<file path="config.mk">
export PLATFORM = sky130hd
export DESIGN_NAME = ball_motion
export DESIGN_NICKNAME = d
export VERILOG_FILES = /design/src/rtl/ball_motion.sv
export SDC_FILE = /design/constraint.sdc
export NUM_CORES = 1
export LEC_CHECK = 0
export BUFFER_PORTS_ARGS = -buffer_cell sky130_fd_sc_hd__clkbuf_2
export CAP_MARGIN = 20
export CORE_MARGIN = 2
export CORE_UTILIZATION = 55
export DETAILED_ROUTE_END_ITERATION = 8
export GPL_TIMING_DRIVEN = 0
export PLACE_DENSITY_LB_ADDON = 0.2
export SYNTH_ARGS = -nofsm -noshare
export SYNTH_HDL_FRONTEND = slang
export SYNTH_SLANG_ARGS = --single-unit
</file>
<file path="constraint.sdc">
create_clock -name pixelClock -period 3 [get_ports pixelClock]
set_input_delay 0.3 -clock pixelClock [delete_from_list [all_inputs] [get_ports pixelClock]]
set_output_delay 0.3 -clock pixelClock [all_outputs]
set_load 0.05 [all_outputs]
</file>
<file path="src/rtl/ball_motion.sv">
// ball_motion: per-frame ball kinematics, serve/score state machine and scores for VGA air-hockey.
// Optional feature: define BALL_MOTION_SPEEDUP_EN to speed the ball up on each reversing paddle hit.
module ball_motion #(
    parameter int SCREEN_W     = 640,
    parameter int SCREEN_H     = 480,
    parameter int BALL_W       = 16,
    parameter int BALL_H       = 16,
    parameter int START_SPEED  = 2,
    parameter int MAX_SPEED    = 8,
    parameter int SERVE_FRAMES = 60
) (
    input  logic        pixelClock,
    input  logic        resetN,
    input  logic        vSyncStart,
    input  logic        collisionBallScreenLeft,
    input  logic        collisionBallScreenRight,
    input  logic        collisionBallScreenTop,
    input  logic        collisionBallScreenBottom,
    input  logic        collisionBallPlayerPaddle,
    input  logic        collisionBallComputerPaddle,
    output logic [15:0] ballX,
    output logic [15:0] ballY,
    output logic [7:0]  ballXSpeed,
    output logic [7:0]  ballYSpeed,
    output logic        ballDirX,
    output logic        ballDirY,
    output logic [3:0]  playerScore,
    output logic [3:0]  computerScore,
    output logic        playerPoint,
    output logic        computerPoint,
    output logic        inPlay
);

    localparam logic [15:0] MAX_X       = 16'(SCREEN_W - BALL_W);
    localparam logic [15:0] MAX_Y       = 16'(SCREEN_H - BALL_H);
    localparam logic [15:0] CENTRE_X    = 16'((SCREEN_W - BALL_W) / 2);
    localparam logic [15:0] CENTRE_Y    = 16'((SCREEN_H - BALL_H) / 2);
    localparam logic [15:0] SERVE_LAST  = 16'(SERVE_FRAMES - 1);
    localparam logic [7:0]  START_SPD   = 8'(START_SPEED);
    localparam logic [7:0]  MAX_SPD     = 8'(MAX_SPEED);
    // Serve never launches faster than the X ceiling.
    localparam logic [7:0]  SERVE_X_SPD = (START_SPD > MAX_SPD) ? MAX_SPD : START_SPD;
    localparam logic [3:0]  SCORE_MAX   = 4'd9;

    typedef enum logic [1:0] {
        SERVE  = 2'd0,
        PLAY   = 2'd1,
        SCORED = 2'd2
    } state_t;

    state_t      state_r;
    logic        frameTick_r;
    logic [15:0] serveCnt_r;
    logic        serveDir_r;
    logic        playerScored_r;

    logic        bounceDirX_s;
    logic        bounceDirY_s;
    logic [7:0]  nextXSpeed_s;
    logic [16:0] sumX_s;
    logic [16:0] sumY_s;
    logic [15:0] nextX_s;
    logic [15:0] nextY_s;

    // Frame tick: vSyncStart delayed one cycle so upstream collision flags have settled.
    always_ff @(posedge pixelClock) begin
        if (!resetN) begin
            frameTick_r <= 1'b0;
        end else begin
            frameTick_r <= vSyncStart;
        end
    end

    // Bounce resolution and clamped next position for a PLAY frame.
    always_comb begin
        bounceDirX_s = ballDirX;
        bounceDirY_s = ballDirY;
        nextXSpeed_s = ballXSpeed;
        nextX_s      = ballX;
        nextY_s      = ballY;

        if (collisionBallScreenTop) begin
            bounceDirY_s = 1'b1;
        end else if (collisionBallScreenBottom) begin
            bounceDirY_s = 1'b0;
        end else begin
            bounceDirY_s = ballDirY;
        end

        if (collisionBallPlayerPaddle) begin
            bounceDirX_s = 1'b1;
        end else if (collisionBallComputerPaddle) begin
            bounceDirX_s = 1'b0;
        end else begin
            bounceDirX_s = ballDirX;
        end

`ifdef BALL_MOTION_SPEEDUP_EN
        if ((bounceDirX_s != ballDirX) && (ballXSpeed < MAX_SPD)) begin
            nextXSpeed_s = ballXSpeed + 8'd1;
        end else begin
            nextXSpeed_s = ballXSpeed;
        end
`else
        nextXSpeed_s = ballXSpeed;
`endif

        // 17-bit sums so a move near the far edge cannot wrap before the clamp.
        sumX_s = {1'b0, ballX} + {9'd0, nextXSpeed_s};
        sumY_s = {1'b0, ballY} + {9'd0, ballYSpeed};

        if (bounceDirX_s) begin
            nextX_s = (sumX_s > {1'b0, MAX_X}) ? MAX_X : sumX_s[15:0];
        end else begin
            nextX_s = (ballX < {8'd0, nextXSpeed_s}) ? 16'd0 : (ballX - {8'd0, nextXSpeed_s});
        end

        if (bounceDirY_s) begin
            nextY_s = (sumY_s > {1'b0, MAX_Y}) ? MAX_Y : sumY_s[15:0];
        end else begin
            nextY_s = (ballY < {8'd0, ballYSpeed}) ? 16'd0 : (ballY - {8'd0, ballYSpeed});
        end
    end

    // Serve/play/scored state machine with registered ball and score outputs.
    always_ff @(posedge pixelClock) begin
        if (!resetN) begin
            state_r        <= SERVE;
            serveCnt_r     <= 16'd0;
            serveDir_r     <= 1'b0;
            playerScored_r <= 1'b0;
            ballX          <= CENTRE_X;
            ballY          <= CENTRE_Y;
            ballXSpeed     <= 8'd0;
            ballYSpeed     <= 8'd0;
            ballDirX       <= 1'b0;
            ballDirY       <= 1'b1;
            playerScore    <= 4'd0;
            computerScore  <= 4'd0;
            playerPoint    <= 1'b0;
            computerPoint  <= 1'b0;
            inPlay         <= 1'b0;
        end else begin
            playerPoint   <= 1'b0;
            computerPoint <= 1'b0;
            if (frameTick_r) begin
                case (state_r)
                    SERVE: begin
                        ballX <= CENTRE_X;
                        ballY <= CENTRE_Y;
                        if (serveCnt_r == SERVE_LAST) begin
                            state_r    <= PLAY;
                            serveCnt_r <= 16'd0;
                            ballXSpeed <= SERVE_X_SPD;
                            ballYSpeed <= START_SPD;
                            ballDirX   <= serveDir_r;
                            ballDirY   <= 1'b1;
                            serveDir_r <= ~serveDir_r;
                            inPlay     <= 1'b1;
                        end else begin
                            serveCnt_r <= serveCnt_r + 16'd1;
                        end
                    end
                    PLAY: begin
                        if (collisionBallScreenLeft) begin
                            state_r        <= SCORED;
                            playerScored_r <= 1'b0;
                            inPlay         <= 1'b0;
                        end else if (collisionBallScreenRight) begin
                            state_r        <= SCORED;
                            playerScored_r <= 1'b1;
                            inPlay         <= 1'b0;
                        end else begin
                            ballDirX   <= bounceDirX_s;
                            ballDirY   <= bounceDirY_s;
                            ballXSpeed <= nextXSpeed_s;
                            ballX      <= nextX_s;
                            ballY      <= nextY_s;
                        end
                    end
                    SCORED: begin
                        if (playerScored_r) begin
                            playerPoint <= 1'b1;
                            if (playerScore != SCORE_MAX) begin
                                playerScore <= playerScore + 4'd1;
                            end
                        end else begin
                            computerPoint <= 1'b1;
                            if (computerScore != SCORE_MAX) begin
                                computerScore <= computerScore + 4'd1;
                            end
                        end
                        ballX   <= CENTRE_X;
                        ballY   <= CENTRE_Y;
                        state_r <= SERVE;
                    end
                    default: begin
                        state_r <= SERVE;
                    end
                endcase
            end
        end
    end

endmodule

</file>
Word level (Yosys, flattened, before mapping)
Index checks and enable logic that the tools add are counted.

word-level totals
  register bits after elaboration = 67
  input bits = 9
  output and inout bits = 61
  word-level logic and storage cells = 88

operators by class
  $add $sub $neg = 7
  magnitude comparators = 4
  equal/unequal tests = 9
  mux-type cells = 36
  bitwise gates (word level) = 2
  reduce and logical (&&, ||, !) cells = 15

operators by type and width
  kind                                                                    count
  16-bit two-way mux                                                      11
  16-bit one-hot mux with 2 select lines                                  2
  16-bit by 2-bit adder with 17-bit output                                2
  16-bit by 2-bit less-than comparator with 1-bit output                  2
  16-bit by 2-bit subtractor with 16-bit output                           2
  17-bit by 10-bit > comparator with 1-bit output, second input constant  1
  17-bit by 9-bit > comparator with 1-bit output, second input constant   1
  16-bit by 1-bit adder with 16-bit output, second input constant         1
  16-bit by 6-bit == test with 1-bit output, second input constant        1
  1-bit two-way mux                                                       16
  4-bit AND reduction                                                     4
  3-bit AND reduction                                                     4
  4-bit by 1-bit adder with 4-bit output, second input constant           2
  4-bit inequality test, second input constant                            2
  2-bit two-way mux                                                       3
  2-bit inequality test, second input constant                            3
  1-bit one-hot mux with 2 select lines                                   3
  2-bit nonzero test                                                      3
  5-bit AND reduction                                                     1
  2-bit one-hot mux with 2 select lines                                   1
  3-bit inequality test, second input constant                            1
  2-bit by 1-bit == test with 1-bit output, second input constant         1
  2-bit == test, second input constant                                    1
  2-bit zero test                                                         1
  3 further kinds                                                         4

Logic depth before layout (Yosys ltp)
  depth in word-level cells = 7
  gate-level depth with buffers = 10
  gate-level depth less buffers = 10

Least setup slack after synthesis
No wires, ideal clock.

  path kind = register to register
  start point = register ballYSpeed[1]
  end point = register ballY[2]
  data arrival time = 2.927 ns
  required time = 2.930 ns
  path slack = 0.002 ns
  stages on the path, launching flop included = 10
  path buffers = 0
  cell sequence = dfxtp_1 ha_1 ha_1 nand4_2 nor4_2 o211ai_1 a22o_1 o31a_1 or3_1 a21oi_1

between the ends
  longest elaborated chain between the ends = 7
  elaborated cells on any way between the ends = 10
  classes of those cells = add/sub: 2; order compare: 2; mux: 6

ends and longest elaborated chain
  what                                            line  text
  start: declaration                              24    output logic [7:0] ballYSpeed,
  start signal: assignment                        135   ballYSpeed <= 8'd0;
  start signal: assignment                        155   ballYSpeed <= START_SPD;
  16-bit by 2-bit adder with 17-bit output        110   sumY_s = {1'b0, ballY} + {9'd0, ballYSpeed};
  17-bit by 9-bit > comparator with 1-bit output  119   nextY_s = (sumY_s > {1'b0, MAX_Y}) ? MAX_Y : sumY_s[15:0];
  16-bit two-way mux                              119
  16-bit two-way mux *                            118   if (bounceDirY_s) begin
  16-bit two-way mux *                            169   end else if (collisionBallScreenRight) begin
  16-bit two-way mux *                            165   if (collisionBallScreenLeft) begin
  16-bit one-hot mux with 2 select lines *        147   case (state_r)
  end signal: assignment                          178   ballY <= nextY_s;
  end: declaration                                22    output logic [15:0] ballY,

Mark *: on every way between the ends. The rest lies on a longest branch, timed or not. The select of a mux whose other input is x is not followed.
A chain may end at the register's enable or synchronous reset.

Final worst setup path
  start point = register ballYSpeed[1]
  end point = register ballY[8]

Same word-level chain as after synthesis.

==> summary.txt <==
Post-synth EDFFs = 0
Hold Crit Start = vSyncStart
CTS Buffer Depth = 2
Max stage delay on crit path = 0.58 ns
Seq/Total Area, Yosys = 29.07%
Largest net degree at the start of global routing = 15
Wire per inst = 15.15 um
Leak = 2.025 nW
Crit share post-route = 96.11%
IO buf count = 53
Worst Path Required = 3.26 ns
Total core area = 7807 um2
Total setup buffers inserted after CTS = 0
Post-DP Area = 4925 um2
Synth Flop Type = dfxtp_1
All-Layer GR Usage = 27.74%
Worst-margin pin slew = 0.9664 ns
Final setup vio count = 0
Rel. slew slack = 35.57%
Vias after detailed routing = 4720
Status = completed
Max-Cap Viols = 0
Number of CTS-inserted buffers = 9
Final Hold Viols = 0
# nets final = 697
Setup crit end kind = register
Register bit total from synthesis = 65
Max Fclk = 346.8 MHz
Fraction of layout cells with a size suffix above 1 = 17.79%
First-pass GRT wire length = 19840 um
Root buf cell = clkbuf_8
Later-pin clock latency in the skew report = 0.36 ns
Yosys warns = 0
WL final = 11850 um
Final Critical Period = 2.883 ns
Min-Delay Endpoint = frameTick_r$_SDFF_PN0_
Row count = 32
# IOs = 70
ANT nets after route = 0
CTS Hold Bufs = 0
R2r endpoint = ballY[8]$_SDFFE_PN0P_
RSZ-0062 raised after global routing = no
# H-tree levels = 3
Clk_skew = 0.008336 ns
Clock-pin slew on the worst setup and hold paths = 0.09 ns
CP Class = register to register
Avg Inst Size Synth = 7.509 um2
Hold depth = 2
GRT overflow = 0
Reg2Reg Launch Point = ballYSpeed[1]$_SDFFE_PN0P_
Pwr dens = 351.7 nW/um2
Detailed placement HPWL = 8662 um
Most used cell, CP = ha_2
Cell Chain, Critical Path = ha_2 -> ha_2 -> or3b_1 -> a211o_1 -> o311ai_1 -> a21oi_1 -> nor4_2 -> o21ai_1 -> a31o_1
Clk sinks = 65
Synth cell types = 75
TritonRoute pass-1 iters = 5
Syn Inst Count = 596
Arr. time, crit path = 3.15 ns
Post-route DRC = 0
Vias in the first global route = 4235
N_diodes = 0
Crit path max-delay family = simple AND/OR/NAND/NOR gates
Hold slack = 0.1434 ns
Startpoint types = register
Slowest cell on crit path = nor4_2
Reg2Reg Depth = 9
Max-slew violations = 0
Crit Path Max Fanout = 7
Die X = 94.21 um
CP bufs+invs = 0
First-iteration detailed-routing DRC count = 335
CTS tree = done
FFs w/ async S/R, synth = 0%
FILL cells = 724
Reg2Reg Setup Slack = 0.12 ns
Worst hold path type = primary input to register
Initial antenna violation count = 0
GP Congestion = 0.9259
P&R area growth vs syn = 15.57%
Post-Syn Area = 4476 um2
DIE HEIGHT = 94.21 um
Design area = 5172 um2
Vias per inst = 6.036
Die area = 8875 um2
Starting density of the core = 57.32%
Peak supply drop = 0.0002920 V
## flip-flops by register name, indices dropped and copies added, names as in the netlist, 2 cells and up
name           cells
computerScore      4
ballX             15
serveCnt_r        16
state_r            2
ballY             15
playerScore        4
## logic make-up (layout without fill, tap and decap cells)
logic type,after synthesis,in the layout,share of synthesized area [%]
compound gates,142,142,20.21
mux,4,4,0.9226
flops,65,65,29.07
buf+inv,70,139,7.800
other cells,1,16,0.08379
xor+xnor,30,30,5.871
simple gates,271,271,32.40
fa+ha+maj,13,13,3.634
## power breakdown
part           switching, mW  total (mW)  internal (mW)
sequential           0.00166       0.866          0.864
combinational          0.105       0.141         0.0367
clock                  0.411       0.812          0.401
total                  0.517        1.82           1.30
## per-layer routing
| metal | share of wire, % | up-vias | wire length, um | track usage, % |
|---|---|---|---|---|
| li1 | - | 2290 | - | - |
| met4 | 0.92 | 0 | 109 | 8.937 |
| met1 | 44 | 2186 | 5211 | 37.16 |
| met5 | 0 | - | 0 | 0 |
| met3 | 8.5 | 10 | 1005 | 4.735 |
| met2 | 47 | 234 | 5521 | 45.36 |
## layout by cell type (no fill, tap or decap), types with 11 or more instances in the layout
| master | netlist | final |
|---|---|---|
| a21oi_1 | 47 | 47 |
| a31oi_1 | 12 | 12 |
| buf_4 | 18 | 18 |
| clkbuf_1 | 25 | 25 |
| clkbuf_2 | 0 | 53 |
| conb_1 | 1 | 16 |
| dfxtp_1 | 65 | 64 |
| ha_1 | 13 | 11 |
| inv_1 | 14 | 14 |
| nand2_1 | 56 | 55 |
| nand3_1 | 13 | 13 |
| nand4_1 | 14 | 14 |
| nor2_1 | 70 | 70 |
| nor3_1 | 24 | 24 |
| nor4_1 | 13 | 12 |
| o21ai_0 | 17 | 17 |
| or3_1 | 13 | 13 |
| xnor2_1 | 11 | 11 |
| xor2_1 | 19 | 19 |
## worst max-delay path by stage
stage	depth (start not counted)	slack, ns	endpoint	start
2_1_floorplan	9	0.002	ballY[2]$_SDFFE_PN0P_	ballYSpeed[1]$_SDFFE_PN0P_
3_3_place_gp	9	-0.21	ballY[8]$_SDFFE_PN0P_	ballYSpeed[1]$_SDFFE_PN0P_
3_5_place_dp	9	-0.31	ballY[8]$_SDFFE_PN0P_	ballYSpeed[1]$_SDFFE_PN0P_
4_1_cts	9	0.07	ballY[2]$_SDFFE_PN0P_	ballYSpeed[1]$_SDFFE_PN0P_
5_1_grt	9	0.003	ballY[8]$_SDFFE_PN0P_	ballYSpeed[1]$_SDFFE_PN0P_
6_report	9	0.12	ballY[8]$_SDFFE_PN0P_	ballYSpeed[1]$_SDFFE_PN0P_
## synth_stat cells, drive strengths merged (4+ instances only)
| cell type | number | area share, % |
|---|---|---|
| a211oi | 4 | 0.67 |
| a21o | 6 | 1.0 |
| a21oi | 49 | 5.6 |
| a31oi | 12 | 1.7 |
| and2 | 5 | 0.70 |
| and3 | 6 | 0.84 |
| and4 | 5 | 0.98 |
| buf | 29 | 4.4 |
| clkbuf | 25 | 2.1 |
| dfxtp | 65 | 29 |
| ha | 13 | 3.6 |
| inv | 15 | 1.3 |
| nand2 | 56 | 4.7 |
| nand2b | 8 | 1.3 |
| nand3 | 15 | 1.9 |
| nand3b | 4 | 0.67 |
| nand4 | 16 | 2.5 |
| nor2 | 70 | 5.9 |
| nor2b | 5 | 0.70 |
| nor3 | 24 | 2.7 |
| nor3b | 4 | 0.78 |
| nor4 | 15 | 2.4 |
| o211ai | 5 | 0.84 |
| o21a | 7 | 1.2 |
| o21ai | 26 | 2.9 |
| or2 | 6 | 0.84 |
| or3 | 14 | 2.1 |
| or4 | 7 | 1.2 |
| xnor2 | 11 | 2.2 |
| xor2 | 19 | 3.7 |
## repair_timing
item,4_1_cts,5_1_grt
gates resized for setup,3,5
endpoints found under the setup margin,9,13
hold endpoints to repair,0,0
pin swaps,0,0
## stage by stage
| step | TNS (ns) | util (%) | std cells | total power [mW] | worst slack, ns |
|---|---|---|---|---|---|
| 6_report | 0 | 66.25 | 782 | 1.819 | 0.1167 |
| 5_1_grt | 0 | 66.25 | 782 | 1.877 | 0.002942 |
| 4_1_cts | 0 | 65.87 | 782 | 1.825 | 0.07105 |
| 3_5_place_dp | -1.034 | 63.08 | 766 | 1.024 | -0.3077 |
| 3_3_place_gp | -0.4311 | 63.08 | 766 | 1.023 | -0.2102 |
| 2_1_floorplan | 0 | - | 611 | 0.9963 | 0.002388 |
## cell type report
type,instances,area [um2],share of cell area (%)
multi-input cells,476,2920,56.46
flip-flops and latches,65,1303,25.18
plain buffers,54,289.0,5.588
repair buffers,53,265.3,5.128
well taps,102,127.6,2.467
clock buffers,9,123.9,2.395
clock inverters,7,83.83,1.621
inverters,16,60.06,1.161
Note: power is estimated with default switching activity, not from simulation.
